### src/rtl/multiplier_mac_pipe_if.sv
// Valid/ready bus for the pipelined multiply-accumulate unit: operand beats in, product and
// running-sum beats out.
interface multiplier_mac_pipe_if #(
  parameter int unsigned A_BIT_LEN       = 17,
  parameter int unsigned B_BIT_LEN       = 17,
  parameter int unsigned MUL_OUT_BIT_LEN = A_BIT_LEN + B_BIT_LEN,
  parameter int unsigned ACC_BIT_LEN     = MUL_OUT_BIT_LEN + 8
);

  logic                       in_valid;
  logic                       in_ready;
  logic [A_BIT_LEN-1:0]       A;
  logic [B_BIT_LEN-1:0]       B;
  logic                       a_signed;
  logic                       b_signed;
  logic                       acc_en;
  logic                       out_valid;
  logic                       out_ready;
  logic [MUL_OUT_BIT_LEN-1:0] P;
  logic [ACC_BIT_LEN-1:0]     ACC;
  logic                       acc_ovf;

  modport master (
    output in_valid, A, B, a_signed, b_signed, acc_en, out_ready,
    input  in_ready, out_valid, P, ACC, acc_ovf
  );

  modport slave (
    input  in_valid, A, B, a_signed, b_signed, acc_en, out_ready,
    output in_ready, out_valid, P, ACC, acc_ovf
  );

endinterface

### src/rtl/multiplier_mac_pipe.sv
// Pipelined multiplier / multiply-accumulate with per-operand signedness, global-stall
// valid/ready flow control and a sticky overflow flag on the running sum.
module multiplier_mac_pipe #(
  parameter int unsigned A_BIT_LEN       = 17,
  parameter int unsigned B_BIT_LEN       = 17,
  parameter int unsigned MUL_OUT_BIT_LEN = A_BIT_LEN + B_BIT_LEN,
  parameter int unsigned ACC_BIT_LEN     = MUL_OUT_BIT_LEN + 8,
  parameter int unsigned PIPE_STAGES     = 3
) (
  input logic                  clk,
  input logic                  rst,
  multiplier_mac_pipe_if.slave bus
);

  localparam int unsigned ExtW  = A_BIT_LEN + B_BIT_LEN + 2;
  localparam int unsigned ProdW = (MUL_OUT_BIT_LEN > ExtW) ? MUL_OUT_BIT_LEN : ExtW;

  typedef struct packed {
    logic                       valid;
    logic                       sgn;
    logic                       acc_en;
    logic [MUL_OUT_BIT_LEN-1:0] prod;
  } beat_t;

  logic                       adv;
  logic signed [ProdW-1:0]    a_ext;
  logic signed [ProdW-1:0]    b_ext;
  logic signed [ProdW-1:0]    prod_full;
  beat_t                      in_beat;
  beat_t                      last_beat;

  logic                       out_valid_q;
  logic [MUL_OUT_BIT_LEN-1:0] p_q;
  logic [ACC_BIT_LEN-1:0]     acc_q, acc_d;
  logic                       ovf_q, ovf_d;
  logic [ACC_BIT_LEN-1:0]     ext_prod;
  logic [ACC_BIT_LEN:0]       sum;

  // Whole pipe advances together; it only holds when the output beat is blocked.
  assign adv          = ~out_valid_q | bus.out_ready;
  assign bus.in_ready = adv;

  // Operands widened with their own sign so one signed multiply is exact in all four modes.
  always_comb begin
    a_ext          = {{(ProdW - A_BIT_LEN){bus.a_signed & bus.A[A_BIT_LEN-1]}}, bus.A};
    b_ext          = {{(ProdW - B_BIT_LEN){bus.b_signed & bus.B[B_BIT_LEN-1]}}, bus.B};
    prod_full      = a_ext * b_ext;
    in_beat.valid  = bus.in_valid;
    in_beat.sgn    = bus.a_signed | bus.b_signed;
    in_beat.acc_en = bus.acc_en;
    in_beat.prod   = prod_full[MUL_OUT_BIT_LEN-1:0];
  end

  // Registers behind the multiplier give synthesis room to retime into DSP pipeline stages.
  if (PIPE_STAGES > 1) begin : g_pipe
    beat_t stg_q [PIPE_STAGES-1];

    always_ff @(posedge clk) begin
      if (rst) begin
        for (int i = 0; i < int'(PIPE_STAGES) - 1; i++) begin
          stg_q[i] <= '0;
        end
      end else if (adv) begin
        stg_q[0] <= in_beat;
        for (int i = 1; i < int'(PIPE_STAGES) - 1; i++) begin
          stg_q[i] <= stg_q[i-1];
        end
      end
    end

    assign last_beat = stg_q[PIPE_STAGES-2];
  end else begin : g_no_pipe
    assign last_beat = in_beat;
  end

  always_comb begin
    ext_prod = ACC_BIT_LEN'({{ACC_BIT_LEN{last_beat.sgn & last_beat.prod[MUL_OUT_BIT_LEN-1]}},
                             last_beat.prod});
    sum      = {1'b0, acc_q} + {1'b0, ext_prod};
    acc_d    = acc_q;
    ovf_d    = ovf_q;
    if (last_beat.valid) begin
      if (!last_beat.acc_en) begin
        acc_d = ext_prod;
        ovf_d = 1'b0;
      end else begin
        acc_d = sum[ACC_BIT_LEN-1:0];
        if (last_beat.sgn) begin
          ovf_d = ovf_q | ((acc_q[ACC_BIT_LEN-1] == ext_prod[ACC_BIT_LEN-1]) &
                           (sum[ACC_BIT_LEN-1] != acc_q[ACC_BIT_LEN-1]));
        end else begin
          ovf_d = ovf_q | sum[ACC_BIT_LEN];
        end
      end
    end
  end

  always_ff @(posedge clk) begin
    if (rst) begin
      out_valid_q <= 1'b0;
      p_q         <= '0;
      acc_q       <= '0;
      ovf_q       <= 1'b0;
    end else if (adv) begin
      out_valid_q <= last_beat.valid;
      if (last_beat.valid) begin
        p_q <= last_beat.prod;
      end
      acc_q <= acc_d;
      ovf_q <= ovf_d;
    end
  end

  assign bus.out_valid = out_valid_q;
  assign bus.P         = p_q;
  assign bus.ACC       = acc_q;
  assign bus.acc_ovf   = ovf_q;

endmodule

### src/flat_wrapper.sv
// flat-port wrapper written by rule: the top's interface ports become plain ports
module multiplier_mac_pipe_flat 
#(
  parameter int unsigned A_BIT_LEN       = 17,
  parameter int unsigned B_BIT_LEN       = 17,
  parameter int unsigned MUL_OUT_BIT_LEN = A_BIT_LEN + B_BIT_LEN,
  parameter int unsigned ACC_BIT_LEN     = MUL_OUT_BIT_LEN + 8,
  parameter int unsigned PIPE_STAGES     = 3
)
  (clk, rst, bus_in_valid, bus_A, bus_B, bus_a_signed, bus_b_signed, bus_acc_en, bus_out_ready, bus_in_ready, bus_out_valid, bus_P, bus_ACC, bus_acc_ovf);
  multiplier_mac_pipe_if #(.A_BIT_LEN(A_BIT_LEN), .B_BIT_LEN(B_BIT_LEN), .MUL_OUT_BIT_LEN(MUL_OUT_BIT_LEN), .ACC_BIT_LEN(ACC_BIT_LEN)) bus_i ();
  input logic clk;
  input logic rst;
  input wire logic [$bits(bus_i.in_valid)-1:0] bus_in_valid;
  input wire logic [$bits(bus_i.A)-1:0] bus_A;
  input wire logic [$bits(bus_i.B)-1:0] bus_B;
  input wire logic [$bits(bus_i.a_signed)-1:0] bus_a_signed;
  input wire logic [$bits(bus_i.b_signed)-1:0] bus_b_signed;
  input wire logic [$bits(bus_i.acc_en)-1:0] bus_acc_en;
  input wire logic [$bits(bus_i.out_ready)-1:0] bus_out_ready;
  output wire logic [$bits(bus_i.in_ready)-1:0] bus_in_ready;
  output wire logic [$bits(bus_i.out_valid)-1:0] bus_out_valid;
  output wire logic [$bits(bus_i.P)-1:0] bus_P;
  output wire logic [$bits(bus_i.ACC)-1:0] bus_ACC;
  output wire logic [$bits(bus_i.acc_ovf)-1:0] bus_acc_ovf;
  assign bus_i.in_valid = bus_in_valid;
  assign bus_i.A = bus_A;
  assign bus_i.B = bus_B;
  assign bus_i.a_signed = bus_a_signed;
  assign bus_i.b_signed = bus_b_signed;
  assign bus_i.acc_en = bus_acc_en;
  assign bus_i.out_ready = bus_out_ready;
  assign bus_in_ready = bus_i.in_ready;
  assign bus_out_valid = bus_i.out_valid;
  assign bus_P = bus_i.P;
  assign bus_ACC = bus_i.ACC;
  assign bus_acc_ovf = bus_i.acc_ovf;
  multiplier_mac_pipe #(.A_BIT_LEN(A_BIT_LEN), .B_BIT_LEN(B_BIT_LEN), .MUL_OUT_BIT_LEN(MUL_OUT_BIT_LEN), .ACC_BIT_LEN(ACC_BIT_LEN), .PIPE_STAGES(PIPE_STAGES)) u_core (.clk(clk), .rst(rst), .bus(bus_i));
endmodule
### config.mk
export PLATFORM = sky130hd
export DESIGN_NAME = multiplier_mac_pipe_flat
export DESIGN_NICKNAME = d
export VERILOG_FILES = /design/src/rtl/multiplier_mac_pipe_if.sv /design/src/rtl/multiplier_mac_pipe.sv /design/src/flat_wrapper.sv
export SDC_FILE = /design/constraint.sdc
export NUM_CORES = 1
export LEC_CHECK = 0
export BUFFER_PORTS_ARGS = -buffer_cell sky130_fd_sc_hd__buf_2
export CORE_UTILIZATION = 35
export CTS_CLUSTER_DIAMETER = 40
export DETAILED_ROUTE_END_ITERATION = 10
export PLACE_DENSITY = 0.61
export SYNTH_ARGS = -nofsm -noshare
export SYNTH_HDL_FRONTEND = slang
export SYNTH_SLANG_ARGS = --single-unit
### constraint.sdc
create_clock -name clk -period 7.91 [get_ports clk]
set_input_delay 0.3955 -clock clk [delete_from_list [all_inputs] [get_ports clk]]
set_output_delay 0.3955 -clock clk [all_outputs]
set_load 0.1 [all_outputs]
==> key figures, run 1 <==
Die
  – Vertical die dimension: 239 microns
  – Die ar.: 0.0571 sq mm
  – # rows: 86
  – Floorplan Core Area: 0.0553 sq mm
  – Floorplan die width: 239 microns
  – Starting Density: 35.6%
  – Number of I/O pins: 120

GRT
  – Overflow after GRT: 0
  – Overall global routing resource usage: 17.7%
  – Vias in the first global route: 15000
  – Wire length of the first global-routing pass: 79.9 mm
  – Antenna violations before repair: 2
  – Maximum number of pins on one net before global-route repair: 94

Routing
  – Final ANT Viol Nets: 0
  – Number of DRC violations after detailed routing: 0
  – Vias per Instance: 4.88
  – Final wirelength: 49.1 mm
  – 1st-pass router iterations: 5
  – Average wire per cell in the routed design: 16.4 microns
  – Vias post-DR: 14600
  – Number of DRC markers after the initial detailed-route iteration: 865

Worst setup path
  – Number of cells on the worst reg-to-reg path: 12
  – Register-to-register setup slack: 4.50 ns
  – Arrival time of the worst setup path: 6.60 ns
  – Cell seen most often among critical-path stages: sky130_fd_sc_hd__fa_1
  – Worst endpoint required time: 8.04 ns
  – Worst Setup Path Type: in -> reg
  – Critical Path, Cell by Cell: buf_2 > and2_1 > nand2_1 > fa_1 > fa_1 > fa_1 > inv_1 > fa_1 > fa_1 > inv_1 > fa_1 > inv_1 > ha_1 > nand3_1 > or3_1 > o21ai_1 > a211oi_1 > o41ai_1 > xnor2_1 > nor2_1
  – Startpoint of the lowest-slack register-to-register path: u_core.g_pipe.stg_q[0][37]$_SDFFCE_PN0P_
  – Reg2Reg Capture Point: u_core.bus.ACC[40]$_SDFFE_PP0P_
  – Critical path capture point type: flip-flop
  – Critical path's slowest cell: sky130_fd_sc_hd__fa_1
  – Largest incremental delay on the critical path: 0.75 ns
  – Kind of launch point of the worst setup path: input port
  – Worst-path fanout max: 26

Final layout
  – Leading cell types in the layout, fill and taps excluded: 405 x sky130_fd_sc_hd__inv_1, 316 x sky130_fd_sc_hd__fa_1, 299 x sky130_fd_sc_hd__nand2_1
  – Post-route core utilization: 38.7%
  – Fraction of layout instances using a drive strength above 1: 7.73%
  – Number of nets in the layout: 2713
  – Filler instances: 5673
  – Area occupied by multi-input gates: 0.0140 sq mm
  – Antenna cell count: 0
  – Most frequent standard cell in the layout excluding fill and tap cells: sky130_fd_sc_hd__inv_1
  – Growth of design area from synthesis to finish: 8.95%
  – Register cell area after layout: 0.00378 sq mm

Yosys
  – Number of cells produced by synthesis: 2181
  – #FFs+latches synth: 152
  – Share of synthesized area occupied by flip-flops and latches: 19.2%
  – Synth unique cells: 68
  – Number of synthesized flops with an enable pin: 74
  – Nets in the synthesized netlist: 2670
  – Synthesized area per cell: 9.02 sq um
  – Leading register cell type out of synthesis: sky130_fd_sc_hd__dfxtp_1
  – Proportion of synthesized flip-flops having asynchronous set or reset: 0%
  – Netlist Area Pre-Place: 0.0197 sq mm
  – Number of warnings issued by yosys: 0

Clocking
  – Clock root buffer master: sky130_fd_sc_hd__clkbuf_16
  – Clock slew seen by the registers of the worst setup and hold paths: 0.06 ns
  – Clock tree from TritonCTS: done
  – H-tree depth: 4
  – Buffers inserted by post-CTS timing repair: 0
  – Total of cells resized after clock tree synthesis: 0
  – Clock buffers created by TritonCTS: 17
  – Clock tree sinks: 152
  – Longest Clk Path Bufs: 2
  – Clock Latency Late Sink: 0.43 ns
  – CTS Hold Buffers Added: 0

Outcome
  – Outcome: finished clean

Timing
  – Fin. max-slew vios: 0
  – Clock Skew: 0.00840 ns
  – Setup TNS after final layout: 0 ns
  – Hold_ws: 0.302 ns
  – Highest achievable clock rate: 0.155 GHz
  – Time the worst path needs with I/O delays and setup: 6.47 ns
  – Setup repair after global routing missed its margin: no
  – Final period util: 81.8%
  – Number of failing setup endpoints in the final timing report: 0
  – Worst Tran Pin Value: 1.07 ns
  – Count of final hold-check violations: 0
  – Worst slew slack as a fraction of its limit: 29.0%

Placement
  – Weighted congestion reported at the end of routability-driven placement: 0.895
  – DP HPWL: 39.2 mm
  – Number of input and output port buffers inserted: 119

Flow run
  – Number of max-cap violations: 0

Power
  – Switch Pwr: 4.95 mW
  – Part of the total power dissipated in sequential elements: 12.4%
  – Proportion of total power due to net switching: 50.1%
  – Clock network power share: 7.8%
  – Peak VDD IR: 0.459 mV
  – Internal Power: 4.93 mW
  – Portion of total power attributed to combinational logic: 79.8%
  – Static leakage power: 10.3 nW
  – Pwr per Cell Area: 461 mW/mm^2

Worst hold path
  – Worst hold path depth: 2
  – Start point of the worst min-delay path: bus_in_valid
  – Hold Path Sink: u_core.g_pipe.stg_q[0][36]$_SDFFCE_PN0P_
  – Hold/Removal Path Class: in -> reg
-- stage by stage --
stage | cells | power [mW] | area (sq um) | setup slack, ns
after floorplan | 2181 | 7.38 | 19700 | 1.46
after global placement | 2953 | 8.91 | 20900 | 1.11
after detailed placement | 2953 | 9.12 | 20900 | 0.965
after CTS | 2985 | 9.93 | 21400 | 1.40
after global routing | 2985 | 11.1 | 21400 | 1.06
final | 2985 | 9.88 | 21400 | 1.44
-- cell families (layout without fill, tap and decap cells) --
kind of cell,count (synthesis),after routing,synth area share [%]
compound gates,306,306,10.2
xor+xnor,63,63,2.81
fa+ha+maj,448,448,40.6
buf+inv,506,562,9.71
flops,152,152,19.2
mux,20,20,1.02
simple gates,686,686,16.5
-- cells in the mapped netlist (15+ instances only) --
library cell / n / share of area [%]
sky130_fd_sc_hd__clkbuf_1: 89 / 1.7
sky130_fd_sc_hd__and2_1: 162 / 5.2
sky130_fd_sc_hd__o21ai_0: 28 / 0.71
sky130_fd_sc_hd__a21oi_1: 105 / 2.7
sky130_fd_sc_hd__nand2_1: 300 / 5.7
sky130_fd_sc_hd__a211oi_1: 40 / 1.5
sky130_fd_sc_hd__ha_1: 132 / 8.4
sky130_fd_sc_hd__dfxtp_1: 78 / 7.9
sky130_fd_sc_hd__nand3_1: 15 / 0.38
sky130_fd_sc_hd__nor3_1: 22 / 0.56
sky130_fd_sc_hd__nor2_1: 111 / 2.1
sky130_fd_sc_hd__inv_1: 405 / 7.7
sky130_fd_sc_hd__xnor2_1: 38 / 1.7
sky130_fd_sc_hd__xor2_1: 25 / 1.1
sky130_fd_sc_hd__a21o_1: 32 / 1.2
sky130_fd_sc_hd__mux2i_1: 20 / 1.0
sky130_fd_sc_hd__fa_1: 316 / 32
sky130_fd_sc_hd__edfxtp_1: 74 / 11
-- power groups by stage --
stage	Combinational (mW)	Clock [mW]	Sequential, mW
after floorplan	6.03	0	1.36
after global placement	7.67	0	1.24
after detailed placement	7.88	0	1.24
after CTS	7.92	0.793	1.22
after global routing	9.00	0.822	1.24
final	7.88	0.772	1.22
-- worst max-delay path: cells and delay by family --
| family | cells | cell delay [ns] |
|---|---|---|
| adder cells (fa/ha/maj) | 7 | 3.61 |
| AND/OR/NAND/NOR | 5 | 1.20 |
| AO/OA/AOI/OAI | 3 | 0.71 |
| buffers and inverters | 4 | 0.51 |
| XOR/XNOR | 1 | 0.17 |
-- cell type report --
cell class / count / area share (%)
clock buffers: 24 / 2.35
repair buffers: 125 / 2.99
flip-flops and latches: 152 / 17.7
inverters: 405 / 7.09
well taps: 748 / 4.37
multi-input cells: 1523 / 65.3
clock inverters: 8 / 0.280
-- registers in the layout, indices dropped and copies added, names as in the netlist --
register,cells
u_core.g_pipe.stg_q,74
u_core.bus.ACC,42
u_core.bus.P,34
u_core.bus.acc_ovf,1
u_core.bus.out_valid,1
-- how the worst max path moves through the flow --
stage               startpoint                                        to  slack, ns  cells past startpoint
CTS                  bus_A[16]  u_core.g_pipe.stg_q[0][33]$_SDFFCE_PN0P_       1.40                     20
finish               bus_A[16]  u_core.g_pipe.stg_q[0][33]$_SDFFCE_PN0P_       1.44                     20
global placement     bus_A[16]  u_core.g_pipe.stg_q[0][33]$_SDFFCE_PN0P_       1.11                     19
global route         bus_A[16]  u_core.g_pipe.stg_q[0][33]$_SDFFCE_PN0P_       1.06                     20
floorplan            bus_A[13]  u_core.g_pipe.stg_q[0][31]$_SDFFCE_PN0P_       1.46                     23
detailed placement   bus_A[16]  u_core.g_pipe.stg_q[0][33]$_SDFFCE_PN0P_       0.96                     20
-- per-layer routing --
metal	vias to the layer above	share of wire, %	GRT usage (%)
met5	-	0.026	0
met4	2	1.2	3.63
met3	45	5.4	2.47
met2	396	46	28.6
met1	7201	47	25.2
li1	6932	-	-
Note: power is estimated with default switching activity, not from simulation.
==> run 2, diff against run 1 <==
- clock period: 7.91 -> 6.5 ns (I/O delays scaled with it)
==> run 2 against run 1 <==
- global-route usage is 0.25 points lower
- count of clock-buffer cells in the layout is 2 lower
- via count is 0.12% lower
- die area stayed put
- combinational power is 22% higher
- clock skew is 0.0095 ns higher
- wire length is 2.7% lower
- utilization is 0.72 points higher
- sequential share of layout area is 0.32 points lower
==> key figures, run 2 (synthesis results as in run 1) <==
Outcome
  – Outcome: finished clean

Clocking
  – Clock buffers created by TritonCTS: 17 (unchanged)
  – Longest Clk Path Bufs: 2 (unchanged)
  – Clock slew seen by the registers of the worst setup and hold paths: 0.06 ns (about the same)
  – Clock Latency Late Sink: 0.44 ns (about the same)
  – Total of cells resized after clock tree synthesis: 0 (unchanged)
  – Clock tree from TritonCTS: done
  – Clock tree sinks: 152 (unchanged)
  – H-tree depth: 4 (unchanged)
  – CTS Hold Buffers Added: 0 (unchanged)
  – Buffers inserted by post-CTS timing repair: 0 (unchanged)
  – Clock root buffer master: sky130_fd_sc_hd__clkbuf_16

Timing
  – Setup repair after global routing missed its margin: no
  – Setup TNS after final layout: 0 ns (unchanged)
  – Clock Skew: 0.0179 ns (+0.00952 ns)
  – Highest achievable clock rate: 0.166 GHz
  – Final period util: 92.6%
  – Fin. max-slew vios: 0 (unchanged)
  – Number of failing setup endpoints in the final timing report: 0 (unchanged)
  – Worst slew slack as a fraction of its limit: 34.3% (+5.3 points)
  – Worst setup slack after layout: 0.481 ns (-0.958 ns)
  – Time the worst path needs with I/O delays and setup: 6.02 ns
  – Worst Tran Pin Value: 0.985 ns (-0.0801 ns)
  – Count of final hold-check violations: 0 (unchanged)

Die
  – Die ar.: 0.0571 sq mm (unchanged)
  – Floorplan Core Area: 0.0553 sq mm (unchanged)
  – Number of I/O pins: 120 (unchanged)
  – Floorplan die width: 239 microns (unchanged)
  – Starting Density: 35.6% (unchanged)
  – # rows: 86 (unchanged)
  – Vertical die dimension: 239 microns (unchanged)

Routing
  – Number of DRC violations after detailed routing: 0 (unchanged)
  – Final wirelength: 47.7 mm (-2.7%)
  – Vias per Instance: 4.81 (-1.6%)
  – Average wire per cell in the routed design: 15.8 microns (-4.2%)
  – Final ANT Viol Nets: 0 (unchanged)
  – 1st-pass router iterations: 5 (unchanged)
  – Vias post-DR: 14600 (-0.12%)
  – Number of DRC markers after the initial detailed-route iteration: 661 (-24%)

Final layout
  – Most frequent standard cell in the layout excluding fill and tap cells: sky130_fd_sc_hd__inv_1
  – Leading cell types in the layout, fill and taps excluded: 405 x sky130_fd_sc_hd__inv_1, 316 x sky130_fd_sc_hd__fa_1, 299 x sky130_fd_sc_hd__nand2_1
  – Number of nets in the layout: 2757 (+1.6%)
  – Flip-flop count of the largest register, all copies and words added: 74 (unchanged)
  – Antenna cell count: 0 (unchanged)
  – Growth of design area from synthesis to finish: 11.0%
  – Fraction of layout instances using a drive strength above 1: 9.60% (+1.9 points)
  – Largest reg by FF count: u_core.g_pipe.stg_q

Worst hold path
  – Hold Path Sink: u_core.g_pipe.stg_q[0][36]$_SDFFCE_PN0P_
  – Hold/Removal Path Class: in -> reg
  – Start point of the worst min-delay path: bus_in_valid
  – Worst hold path depth: 2 (unchanged)

Worst setup path
  – Worst Setup Path Type: in -> reg
  – Register-to-register setup slack: 3.05 ns (-1.45 ns)
  – Startpoint of the lowest-slack register-to-register path: u_core.g_pipe.stg_q[0][37]$_SDFFCE_PN0P_
  – Critical path capture point type: flip-flop
  – Worst-path fanout max: 10 (-62%)
  – Number of cells on the worst reg-to-reg path: 12 (unchanged)
  – Arrival time of the worst setup path: 6.16 ns (-0.44 ns)
  – Worst endpoint required time: 6.64 ns (-1.40 ns)
  – Reg2Reg Capture Point: u_core.bus.ACC[40]$_SDFFE_PP0P_
  – Kind of launch point of the worst setup path: input port

Power
  – Pwr per Cell Area: 557 mW/mm^2 (+21%)
  – Total design power: 12.2 mW (+23%)
  – Peak VDD IR: 0.460 mV (about the same)
  – Static leakage power: 10.5 nW (+2.4%)

Placement
  – Number of input and output port buffers inserted: 119 (unchanged)
  – Weighted congestion reported at the end of routability-driven placement: 0.863 (-3.6%)
  – Post-placement setup slack: 0.0596 ns (-0.905 ns)
  – DP HPWL: 39.8 mm (+1.5%)

GRT
  – Antenna violations before repair: 1 (-1)
  – Maximum number of pins on one net before global-route repair: 84 (-11%)
  – Wire length of the first global-routing pass: 79.9 mm (about the same)
  – Overall global routing resource usage: 17.4% (-0.25 points)
  – Overflow after GRT: 0 (unchanged)
  – Vias in the first global route: 15500 (+3.2%)

Flow run
  – Number of max-cap violations: 0 (unchanged)
## run 2: worst max-delay path, stage by stage
cell	delay, ns
sky130_fd_sc_hd__buf_2	0.27
sky130_fd_sc_hd__and3_1	0.32
sky130_fd_sc_hd__fa_1	0.47
sky130_fd_sc_hd__fa_1	0.52
sky130_fd_sc_hd__inv_1	0.05
sky130_fd_sc_hd__fa_1	0.48
sky130_fd_sc_hd__fa_1	0.56
sky130_fd_sc_hd__inv_1	0.07
sky130_fd_sc_hd__fa_1	0.53
sky130_fd_sc_hd__inv_1	0.05
sky130_fd_sc_hd__fa_1	0.47
sky130_fd_sc_hd__inv_1	0.04
sky130_fd_sc_hd__ha_1	0.30
sky130_fd_sc_hd__o21ai_0	0.13
sky130_fd_sc_hd__o21bai_1	0.17
sky130_fd_sc_hd__o311a_1	0.18
sky130_fd_sc_hd__o22ai_1	0.08
sky130_fd_sc_hd__buf_4	0.16
sky130_fd_sc_hd__o21ai_1	0.18
sky130_fd_sc_hd__a211oi_1	0.12
sky130_fd_sc_hd__o41ai_1	0.44
sky130_fd_sc_hd__xnor2_1	0.16
sky130_fd_sc_hd__nor2_1	0.06
## run 2: cell type report
cell class | count | area (sq um)
Timing Repair Buffer | 169 | 983
Clock buffer | 22 | 518
Fill cell | 5638 | 33500
Sequential cell | 152 | 3780
Clock inverter | 10 | 101
Inverter | 405 | 1520
Multi-Input combinational cell | 1523 | 14000
Tap cell | 748 | 936
## run 2: routing by layer
layer / part of all wire [%] / vias up / track usage (%)
met5: 0 / - / 0
met4: 1.2 / 0 / 3.63
met3: 4.9 / 39 / 2.37
met2: 47 / 339 / 29.6
met1: 47 / 7149 / 23.6
li1: - / 7031 / -
## run 2: worst max path at each step
| stage | end | cells past startpoint | slack (ns) | start |
|---|---|---|---|---|
| after floorplan | u_core.g_pipe.stg_q[0][31]$_SDFFCE_PN0P_ | 23 | 0.12 | bus_A[13] |
| after global placement | u_core.g_pipe.stg_q[0][33]$_SDFFCE_PN0P_ | 23 | 0.17 | bus_B[4] |
| after detailed placement | u_core.g_pipe.stg_q[0][33]$_SDFFCE_PN0P_ | 23 | 0.06 | bus_B[0] |
| after CTS | u_core.g_pipe.stg_q[0][33]$_SDFFCE_PN0P_ | 23 | 0.52 | bus_B[0] |
| after global routing | u_core.g_pipe.stg_q[0][30]$_SDFFCE_PN0P_ | 23 | 0.21 | bus_a_signed |
| final | u_core.g_pipe.stg_q[0][33]$_SDFFCE_PN0P_ | 23 | 0.48 | bus_B[0] |
## run 2: report_power, final
group / internal, mW / switching (mW)
Combinational: 4.20 / 5.45
Sequential: 1.40 / 0.0880
Clock: 0.611 / 0.410
Total: 6.21 / 5.95
## run 2: through the flow
| step | util, % | cell area [sq um] | hold slack [ns] | instances |
|---|---|---|---|---|
| 6_report | 39.5 | 21800 | 0.248 | 3029 |
| 5_1_grt | 39.5 | 21800 | 0.237 | 3029 |
| 4_1_cts | 39.5 | 21800 | 0.211 | 3029 |
| 3_5_place_dp | 38.3 | 21200 | 0.446 | 2997 |
| 3_3_place_gp | 38.3 | 21200 | 0.442 | 2997 |
| 2_1_floorplan | - | 19700 | 0.497 | 2181 |
==> run 3, diff against run 2 <==
==> constraint.sdc (replaced) <==
create_clock -name clk -period 6.5 [get_ports clk]
set_input_delay 0.65 -clock clk [delete_from_list [all_inputs] [get_ports clk]]
set_output_delay 0.65 -clock clk [all_outputs]
set_load 0.1 [all_outputs]
==> run 3 against run 2 <==
- global-route usage fell by 0.10 points
- first-iteration DRC count rose by 17%
- register-to-register slack got worse by 0.10 ns
- total power up 10%
- sequential power about the same
- clock skew shrank 0.0063 ns
- sequential cell count unchanged
- maximum frequency decreased by 1.7%
- hold slack improved by 0.20 ns
- utilization is 0.96 points higher
- count of clock-buffer cells in the layout shrank 4
- critical endpoint is now u_core.g_pipe.stg_q[0][30]$_SDFFCE_PN0P_
- largest cell class unchanged
- highest routed layer unchanged
==> key figures, run 3 (synthesis results as in run 1) <==
Placement
  – Post-placement setup slack: -0.166 ns (-0.225 ns)
  – Number of input and output port buffers inserted: 119 (unchanged)
  – DP HPWL: 40.1 mm (+0.86%)
  – Weighted congestion reported at the end of routability-driven placement: 0.862 (-0.13%)
  – # placed instances: 3066 (+2.3%)

GRT
  – Antenna violations before repair: 1 (unchanged)
  – Vias in the first global route: 15600 (+0.55%)
  – Wire length of the first global-routing pass: 79.7 mm (-0.24%)
  – Maximum number of pins on one net before global-route repair: 81 (-3.6%)
  – Overall global routing resource usage: 17.3% (-0.10 points)
  – Overflow after GRT: 0 (unchanged)

Final layout
  – Largest reg by FF count: u_core.g_pipe.stg_q
  – Fraction of layout instances using a drive strength above 1: 12.4% (+2.8 points)
  – Flip-flop count of the largest register, all copies and words added: 74 (unchanged)
  – Leading cell types in the layout, fill and taps excluded: 405 x sky130_fd_sc_hd__inv_1, 316 x sky130_fd_sc_hd__fa_1, 299 x sky130_fd_sc_hd__nand2_1
  – Count of non-filler cells in the finished layout: 3098 (+2.3%)
  – Growth of design area from synthesis to finish: 13.7%
  – Antenna cell count: 0 (unchanged)
  – Most frequent standard cell in the layout excluding fill and tap cells: sky130_fd_sc_hd__inv_1
  – Number of nets in the layout: 2826 (+2.5%)

Worst hold path
  – Hold/Removal Path Class: reg -> reg

Power
  – Pwr per Cell Area: 599 mW/mm^2 (+7.6%)
  – Total design power: 13.4 mW (+10%)
  – Peak VDD IR: 0.764 mV (+66%)
  – Static leakage power: 10.9 nW (+3.3%)

Timing
  – Setup repair after global routing missed its margin: no
  – Clock Skew: 0.0116 ns (-0.00629 ns)
  – Worst setup slack after layout: 0.378 ns (-0.103 ns)
  – Worst Tran Pin Value: 1.03 ns (+0.0411 ns)
  – Setup TNS after final layout: 0 ns (unchanged)
  – Worst slew slack as a fraction of its limit: 31.6% (-2.7 points)
  – Final period util: 94.2% (+1.6 points)
  – Number of failing setup endpoints in the final timing report: 0 (unchanged)
  – Fin. max-slew vios: 0 (unchanged)
  – Time the worst path needs with I/O delays and setup: 6.12 ns (+0.103 ns)
  – Count of final hold-check violations: 0 (unchanged)
  – Highest achievable clock rate: 0.163 GHz (-1.7%)

Worst setup path
  – Worst Setup Path Type: in -> reg
  – Worst endpoint required time: 6.64 ns (about the same)
  – Worst-path fanout max: 18 (+8)
  – Critical path capture point type: flip-flop
  – Arrival time of the worst setup path: 6.26 ns (+0.10 ns)
  – Kind of launch point of the worst setup path: input port

Die
  – Vertical die dimension: 239 microns (unchanged)
  – Floorplan Core Area: 0.0553 sq mm (unchanged)
  – Die ar.: 0.0571 sq mm (unchanged)
  – Starting Density: 35.6% (unchanged)
  – # rows: 86 (unchanged)
  – Number of I/O pins: 120 (unchanged)
  – Floorplan die width: 239 microns (unchanged)

Clocking
  – Clock tree sinks: 152 (unchanged)
  – Clock slew seen by the registers of the worst setup and hold paths: 0.06 ns (about the same)
  – H-tree depth: 4 (unchanged)
  – Clock buffers created by TritonCTS: 17 (unchanged)
  – Buffers inserted by post-CTS timing repair: 0 (unchanged)
  – Longest Clk Path Bufs: 2 (unchanged)
  – Clock Latency Late Sink: 0.43 ns (about the same)
  – Clock tree from TritonCTS: done
  – CTS Hold Buffers Added: 0 (unchanged)
  – Clock root buffer master: sky130_fd_sc_hd__clkbuf_16

Routing
  – Number of DRC violations after detailed routing: 0 (unchanged)
  – Final wirelength: 47.8 mm (about the same)
  – 1st-pass router iterations: 6 (+1)
  – Average wire per cell in the routed design: 15.4 microns (-2.1%)
  – Number of DRC markers after the initial detailed-route iteration: 771 (+17%)
  – Final ANT Viol Nets: 0 (unchanged)
  – Vias post-DR: 14900 (+2.2%)
  – Vias per Instance: 4.80 (about the same)

Outcome
  – Outcome: finished clean

Flow run
  – Number of max-cap violations: 0 (unchanged)
-- run 3: cell count changes in the layout (fill, tap and decap cells not counted), sizes merged --
cell,before,now
buf,169,237
bufinv,1,0
clkbuf,22,19
clkinvlp,1,0
inv,408,414
-- run 3: layout make-up --
cell class / instances / area [sq um]
flip-flops and latches: 152 / 3780
inverters: 405 / 1520
well taps: 748 / 936
multi-input cells: 1523 / 14000
clock buffers: 18 / 450
repair buffers: 238 / 1540
fillers: 5600 / 33000
clock inverters: 14 / 130
-- run 3: timing repair --
item	4_1_cts	5_1_grt
gates resized for setup	0	2
hold endpoints to repair	0	0
endpoints found under the setup margin	0	1
-- run 3: per-layer routing --
metal / up-vias / GRT usage, % / routed length, microns
li1: 7184 / - / -
met2: 303 / 30.3 / 23000
met5: - / 0 / 0
met1: 7360 / 23.0 / 22200
met3: 36 / 2.15 / 2060
met4: 0 / 3.32 / 558
-- run 3: worst max-delay path, cell delays in order --
cell,delay [ns]
sky130_fd_sc_hd__clkbuf_4,0.22
sky130_fd_sc_hd__and3_1,0.28
sky130_fd_sc_hd__fa_1,0.56
sky130_fd_sc_hd__inv_1,0.11
sky130_fd_sc_hd__buf_4,0.16
sky130_fd_sc_hd__fa_1,0.47
sky130_fd_sc_hd__inv_1,0.04
sky130_fd_sc_hd__ha_1,0.27
sky130_fd_sc_hd__inv_1,0.05
sky130_fd_sc_hd__fa_1,0.55
sky130_fd_sc_hd__inv_1,0.08
sky130_fd_sc_hd__fa_1,0.53
sky130_fd_sc_hd__inv_1,0.05
sky130_fd_sc_hd__fa_1,0.47
sky130_fd_sc_hd__inv_1,0.04
sky130_fd_sc_hd__ha_1,0.31
sky130_fd_sc_hd__a21o_1,0.17
sky130_fd_sc_hd__a21oi_1,0.12
sky130_fd_sc_hd__o21ai_0,0.13
sky130_fd_sc_hd__or3_1,0.37
sky130_fd_sc_hd__o211ai_1,0.25
sky130_fd_sc_hd__a31oi_1,0.16
sky130_fd_sc_hd__nor3_1,0.15
sky130_fd_sc_hd__nor3_1,0.07
-- run 3: power breakdown --
part           switching (mW)  internal [mW]
registers              0.0853           1.40
logic                    5.73           5.22
clock network           0.436          0.529
-- run 3: path summary, 6_finish.rpt --
kind                                                 start                                       end  slack (ns)  cells after the start
hold reg to reg               u_core.bus.P[0]$_SDFFE_PP0P_              u_core.bus.P[0]$_SDFFE_PP0P_        0.45                      2
setup reg to reg  u_core.g_pipe.stg_q[0][37]$_SDFFCE_PN0P_           u_core.bus.ACC[40]$_SDFFE_PP0P_        2.95                     12
setup / recovery                                  bus_B[0]  u_core.g_pipe.stg_q[0][30]$_SDFFCE_PN0P_        0.38                     24
hold / removal                u_core.bus.P[0]$_SDFFE_PP0P_              u_core.bus.P[0]$_SDFFE_PP0P_        0.45                      2
-- run 3: per-stage QoR --
| stage | hold WS (ns) | util [%] | area [sq um] |
|---|---|---|---|
| floorplan | 0.497 | - | 19700 |
| global placement | 0.442 | 39.4 | 21800 |
| detailed placement | 0.444 | 39.4 | 21800 |
| CTS | 0.454 | 40.4 | 22300 |
| global route | 0.477 | 40.4 | 22400 |
| finish | 0.451 | 40.4 | 22400 |
